<file path="src/rtl/otp_stream_cryptor_pkg.sv">
// Shared constants and types for the one-time-pad stream cryptor.
//   KEY_SIZE    : default width of message and key words
//   otp_state_e : framing FSM encodings (IDLE / MSG / STALL)
package otp_stream_cryptor_pkg;

  localparam int KEY_SIZE = 16;

  typedef enum logic [1:0] {
    OTP_IDLE  = 2'd0,
    OTP_MSG   = 2'd1,
    OTP_STALL = 2'd2
  } otp_state_e;

endpackage

</file>
<file path="src/rtl/otp_stream_cryptor_key_fifo.sv">
// Key word buffer: first-word-fall-through FIFO.
// Ports:
//   clk, rst     : clock, asynchronous active-high reset (empties the buffer)
//   push_i       : write data_i (ignored while full, even with a same-cycle pop)
//   data_i       : key word to store
//   pop_i        : discard the head word (caller guarantees non-empty)
//   head_o       : oldest stored word, valid whenever !empty_o
//   full_o       : DEPTH words stored
//   empty_o      : no words stored
//   level_o      : number of stored words, 0..DEPTH
module otp_key_fifo #(
  parameter int DATA_W = 16,
  parameter int DEPTH  = 8
) (
  input  logic                     clk,
  input  logic                     rst,
  input  logic                     push_i,
  input  logic [DATA_W-1:0]        data_i,
  input  logic                     pop_i,
  output logic [DATA_W-1:0]        head_o,
  output logic                     full_o,
  output logic                     empty_o,
  output logic [$clog2(DEPTH):0]   level_o
);

  localparam int AW = $clog2(DEPTH);
  localparam logic [AW:0] PTR_ONE = {{AW{1'b0}}, 1'b1};

  logic [DATA_W-1:0] mem_q [DEPTH];
  // Pointers carry one extra wrap bit so full and empty are distinguishable.
  logic [AW:0]       wr_ptr_q, wr_ptr_d;
  logic [AW:0]       rd_ptr_q, rd_ptr_d;
  logic              push_ok;
  logic              pop_ok;

  assign empty_o = (wr_ptr_q == rd_ptr_q);
  assign full_o  = (wr_ptr_q[AW] != rd_ptr_q[AW]) &&
                   (wr_ptr_q[AW-1:0] == rd_ptr_q[AW-1:0]);
  assign level_o = wr_ptr_q - rd_ptr_q;
  assign head_o  = mem_q[rd_ptr_q[AW-1:0]];

  assign push_ok = push_i & ~full_o;
  assign pop_ok  = pop_i & ~empty_o;

  always_comb begin
    wr_ptr_d = wr_ptr_q;
    rd_ptr_d = rd_ptr_q;
    if (push_ok) wr_ptr_d = wr_ptr_q + PTR_ONE;
    if (pop_ok)  rd_ptr_d = rd_ptr_q + PTR_ONE;
  end

  // Storage is not reset; the pointers alone define what is valid.
  always_ff @(posedge clk) begin
    if (push_ok) mem_q[wr_ptr_q[AW-1:0]] <= data_i;
  end

  always_ff @(posedge clk or posedge rst) begin
    if (rst) begin
      wr_ptr_q <= '0;
      rd_ptr_q <= '0;
    end else begin
      wr_ptr_q <= wr_ptr_d;
      rd_ptr_q <= rd_ptr_d;
    end
  end

endmodule

</file>
<file path="src/rtl/otp_stream_cryptor.sv">
// Streaming one-time-pad encryptor/decryptor (encrypt == decrypt).
// Each accepted message word is XORed with the oldest buffered key word,
// which is then discarded so it is never reused.
// Ports:
//   clk, rst                      : clock, asynchronous active-high reset
//   key_valid/key_ready/key_data  : key word input stream
//   in_valid/in_ready/in_data/in_last : message word input stream
//   out_valid/out_ready/out_data/out_last : result stream (registered)
//   starved   : sticky, a frame stalled mid-message on an empty key buffer
//   key_level : key words buffered, 0..KEY_DEPTH
//   key_used  : key words consumed, saturating at all-ones
//   state_o   : framing FSM state (otp_state_e encoding), for observation
//
// Handshake semantics: a transfer happens on a rising edge where valid and
// ready are both high. A source holds valid and its payload stable until
// the transfer; ready may change freely. key_ready depends only on
// registered state; in_ready depends on registered state and out_ready.
module otp_stream_cryptor
  import otp_stream_cryptor_pkg::*;
#(
  parameter int DATA_W    = KEY_SIZE,
  parameter int KEY_DEPTH = 8,
  parameter int CNT_W     = 16
) (
  input  logic                        clk,
  input  logic                        rst,
  input  logic                        key_valid,
  output logic                        key_ready,
  input  logic [DATA_W-1:0]           key_data,
  input  logic                        in_valid,
  output logic                        in_ready,
  input  logic [DATA_W-1:0]           in_data,
  input  logic                        in_last,
  output logic                        out_valid,
  input  logic                        out_ready,
  output logic [DATA_W-1:0]           out_data,
  output logic                        out_last,
  output logic                        starved,
  output logic [$clog2(KEY_DEPTH):0]  key_level,
  output logic [CNT_W-1:0]            key_used,
  output logic [1:0]                  state_o
);

  localparam logic [CNT_W-1:0] CNT_ONE = {{(CNT_W-1){1'b0}}, 1'b1};

  logic              fifo_full;
  logic              fifo_empty;
  logic [DATA_W-1:0] key_head;
  logic              fire;

  otp_state_e        state_q, state_d;
  logic              out_valid_q, out_valid_d;
  logic [DATA_W-1:0] out_data_q, out_data_d;
  logic              out_last_q, out_last_d;
  logic              starved_q, starved_d;
  logic [CNT_W-1:0]  key_used_q, key_used_d;

  otp_key_fifo #(
    .DATA_W (DATA_W),
    .DEPTH  (KEY_DEPTH)
  ) u_key_fifo (
    .clk     (clk),
    .rst     (rst),
    .push_i  (key_valid & key_ready),
    .data_i  (key_data),
    .pop_i   (fire),
    .head_o  (key_head),
    .full_o  (fifo_full),
    .empty_o (fifo_empty),
    .level_o (key_level)
  );

  assign key_ready = ~fifo_full;
  // A word can be taken when a key exists and the output slot is free or
  // is being drained in the same cycle.
  assign in_ready  = ~fifo_empty & (~out_valid_q | out_ready);
  assign fire      = in_valid & in_ready;

  always_comb begin
    state_d     = state_q;
    out_valid_d = out_valid_q;
    out_data_d  = out_data_q;
    out_last_d  = out_last_q;
    starved_d   = starved_q;
    key_used_d  = key_used_q;

    if (fire) begin
      out_valid_d = 1'b1;
      out_data_d  = in_data ^ key_head;
      out_last_d  = in_last;
      if (key_used_q != '1) key_used_d = key_used_q + CNT_ONE;
    end else if (out_ready) begin
      out_valid_d = 1'b0;
    end

    case (state_q)
      OTP_IDLE: begin
        // An empty buffer between frames is not starvation.
        if (fire && !in_last) state_d = OTP_MSG;
      end
      OTP_MSG: begin
        if (fire) begin
          if (in_last) state_d = OTP_IDLE;
        end else if (in_valid && fifo_empty) begin
          // Only a key shortage counts; output back-pressure does not.
          state_d   = OTP_STALL;
          starved_d = 1'b1;
        end
      end
      OTP_STALL: begin
        if (fire) state_d = in_last ? OTP_IDLE : OTP_MSG;
      end
      default: state_d = OTP_IDLE;
    endcase
  end

  always_ff @(posedge clk or posedge rst) begin
    if (rst) begin
      state_q     <= OTP_IDLE;
      out_valid_q <= 1'b0;
      out_data_q  <= '0;
      out_last_q  <= 1'b0;
      starved_q   <= 1'b0;
      key_used_q  <= '0;
    end else begin
      state_q     <= state_d;
      out_valid_q <= out_valid_d;
      out_data_q  <= out_data_d;
      out_last_q  <= out_last_d;
      starved_q   <= starved_d;
      key_used_q  <= key_used_d;
    end
  end

  assign out_valid = out_valid_q;
  assign out_data  = out_data_q;
  assign out_last  = out_last_q;
  assign starved   = starved_q;
  assign key_used  = key_used_q;
  assign state_o   = state_q;

endmodule

</file>
<file path="config.mk">
export PLATFORM = sky130hd
export DESIGN_NAME = otp_stream_cryptor
export DESIGN_NICKNAME = d
export VERILOG_FILES = /design/src/rtl/otp_stream_cryptor_pkg.sv /design/src/rtl/otp_stream_cryptor_key_fifo.sv /design/src/rtl/otp_stream_cryptor.sv
export SDC_FILE = /design/constraint.sdc
export NUM_CORES = 1
export LEC_CHECK = 0
export ABC_AREA = 1
export CORE_MARGIN = 2
export CORE_UTILIZATION = 57
export CTS_CLUSTER_SIZE = 40
export DETAILED_ROUTE_END_ITERATION = 10
export PLACE_DENSITY = 0.84
export SLEW_MARGIN = 20
export SYNTH_ARGS = -nofsm -noshare
export SYNTH_HDL_FRONTEND = slang
export SYNTH_HIERARCHICAL = 1
export SYNTH_SLANG_ARGS = --single-unit
export TNS_END_PERCENT = 30
</file>
<file path="constraint.sdc">
create_clock -name clk -period 3.4 [get_ports clk]
set_input_delay 0.68 -clock clk [delete_from_list [all_inputs] [get_ports clk]]
set_output_delay 0.68 -clock clk [all_outputs]
set_load 0.01 [all_outputs]
</file>
==> results by group <==
Run status
  – Status: completed

CTS
  – Sink Count: 173
  – CTS H-tree depth: 4
  – Postcts setup bufs: 0
  – CTS root buffer: clkbuf_16
  – Hold-fix buffers, CTS: 0
  – Clock-pin transition on the worst setup and hold timing paths: 60 ps
  – Max Buffers Root-to-Sink: 2
  – CTS tree: done
  – Worst skew pair latency: 430 ps
  – TritonCTS buffer count: 17
  – Cts repair resizes: 0

Yosys
  – Top cell type's share of synthesized area: 46.64%
  – Largest area contributor in the netlist: edfxtp_1
  – #FFs+latches synth: 173
  – Synthesized instance count: 894
  – Simple-gate area share of the yosys netlist: 23.69%
  – Main combinational cell family by area after synthesis: simple AND/OR/NAND/NOR gates
  – Post-synthesis mux area share: 0%
  – YS warnings: 6
  – Avg Cell Area, Syn: 9.217 µm²
  – Sequential fraction of the synthesis area: 60.31%
  – Adder-Cell Fraction of Synth Area: 1.154%
  – Syn_nets: 939
  – Synth area leaders: edfxtp_1, nand2_1, dfrtp_1
  – Yosys cell types: 30
  – Mapped cell area: 8240 µm²
  – Synth Area in XOR/XNOR: 2.657%
  – Compound-Gate Fraction of Synth Area: 2.217%

Layout
  – Fraction of layout cells with a size suffix above 1: 6.781%
  – Number of nets in the layout: 1020
  – Most frequent cells in the layout: nand2_1, inv_1, edfxtp_1
  – Commonest non-fill, non-tap cell in the layout: nand2_1
  – Area Overhead vs Synth: 17.75%
  – Post-layout util: 69.36%
  – Fin area: 9703 µm²
  – Fin cells: 1168
  – Diode count: 0

Route
  – Drt via density: 5.170
  – Final wirelength: 17600 µm
  – Wire per inst: 15.06 µm
  – DRC violations left: 0
  – Vias: 6039
  – Pre-Repair DR Iteration Count: 5
  – Post-DRT Antenna Nets: 0
  – Iteration-0 DRC Markers: 612

STA
  – Endpoints failing setup: 0
  – Worst slew margin: 40.54%
  – Setup_tns: 0 ps
  – Slew of the pin with the lowest slew margin: 890.9 ps
  – Hold_ws: 488.6 ps
  – Fin crit period: 3160 ps
  – Final WS setup: 240.1 ps
  – Unrepaired setup endpoints after global routing: false
  – Final critical-path share of the clock period: 92.94%
  – Clk_skew: 7.711 ps
  – Fin. max-slew vios: 0
  – Hold Fails Final Rpt: 0
  – Fmax: 0.3165 GHz

Die
  – Core area: 13990 µm²
  – Die Ht: 124.2 µm
  – Row cnt: 43
  – Die Wd: 124.2 µm
  – Starting Density: 58.91%
  – Total Die Area: 15430 µm²
  – IO Pins: 81

Critical path
  – CP arrival: 2480 ps
  – Crit-path most repeated cell: nand2_1
  – CP Max Fanout: 10
  – Worst setup EP type: output port
  – Critical-path top delay cell: clkdlybuf4s50_1
  – Critical Path Source Type: flop
  – Worst stage delay on the critical path: 530 ps
  – WP data required: 2720 ps
  – Cell Chain, Critical Path: ha_1 -> nand2_1 -> nor2_1 -> nand2_1 -> inv_1 -> nor2_4 -> clkdlybuf4s50_1
  – Setup CP Type: reg -> out

Placed design
  – GP Congestion: 0.8603
  – Placed cell area: 9159 µm²
  – Number of buffers added on ports: 80
  – Placed cell count: 1136
  – Dpl ws: 708.9 ps
  – Dpl hpwl: 10930 µm

Global routing
  – GRT Overall Usage: 23.41%
  – Largest net degree at the start of global routing: 69
  – Vias in the first global route: 5769
  – Initial antenna violation count: 0
  – Overflow after GRT: 0
  – Wire length of the first global-routing pass: 28610 µm

Pwr
  – Pwr Total: 7.981 mW
  – Leakage Power: 4.420 nW
  – Power Density: 822.5 nW/µm²
  – Peak supply drop: 0.5522 mV

Flow run
  – Max_cap viols: 0

Worst hold path
  – Hold Path Class: reg -> reg
## report_power, final
part	switching (mW)	internal, mW
clock	0.801	0.983
combinational	2.00	1.23
sequential	0.236	2.73
## cell families after synthesis
kind of cell | after synthesis
xor gates and xnor gates | 25
buffers and inverters | 194
and+or+nand+nor | 463
adders and majority gates | 7
DFF | 173
AOI/OAI and AO/OA | 32
## routing by layer
metal / vias to the layer above / track usage, % / part of all wire [%]
met3: 33 / 4.561 / 7.5
met5: - / 0 / 0
met1: 2807 / 31.38 / 43
met2: 252 / 38.03 / 48
li1: 2947 / - / -
met4: 0 / 9.121 / 1.8
## registers in the layout, summed over array words and instances (netlist names)
name                 count
out_data                16
out_last                 1
u_key_fifo/wr_ptr_q      4
out_valid                1
u_key_fifo/rd_ptr_q      4
u_key_fifo/mem_q       128
state_o                  2
starved                  1
key_used                16
## worst max-delay path: cells and delay by family (launching register included)
family	cells	cell delay (ps)
fa+ha+maj	1	380
simple gates	4	480
flops	1	480
buf+inv	2	700
## worst paths after layout
kind	from	endpoint	slack, ps	cells past startpoint
worst min-delay path	starved$_DFFE_PP0P_	starved$_DFFE_PP0P_	490	2
min in group asynchronous	rst	u_key_fifo/wr_ptr_q[3]$_DFFE_PP0P_	550	2
worst max-delay path	u_key_fifo/wr_ptr_q[2]$_DFFE_PP0P_	in_ready	240	7
worst max register to register	u_key_fifo/wr_ptr_q[2]$_DFFE_PP0P_	key_used[3]$_DFFE_PP0P_	740	10
max in group asynchronous	rst	state_o[1]$_DFFE_PP0P_	2380	3
worst min register to register	starved$_DFFE_PP0P_	starved$_DFFE_PP0P_	490	2
## Yosys cell counts
cell      count
nand2_1     327
inv_1       159
edfxtp_1    128
nand3_1      84
dfrtp_1      45
nor2_1       29
o21ai_0      25
xnor2_1      21
buf_2        12
buf_6         9
clkbuf_1      8
ha_1          6
nand4_1       6
nor2_4        6
nand2_2       5
xor2_1        4
buf_4         3
o21ai_2       3
a21oi_1       2
inv_2         2
clkinv_1      1
fa_1          1
nand2_4       1
nand3b_1      1
nand3b_2      1
nor2_2        1
nor3_4        1
o21ai_1       1
o21ai_4       1
or2_2         1
## area by class of cell
type	instances	area (µm²)
clock buffers	21	460.4
clock inverters	11	82.58
fillers	996	4285
inverters	162	609.3
multi-input cells	527	2449
flip-flops and latches	173	4971
well taps	180	225.2
repair buffers	94	905.9
Power figures use the tool's default switching activity.
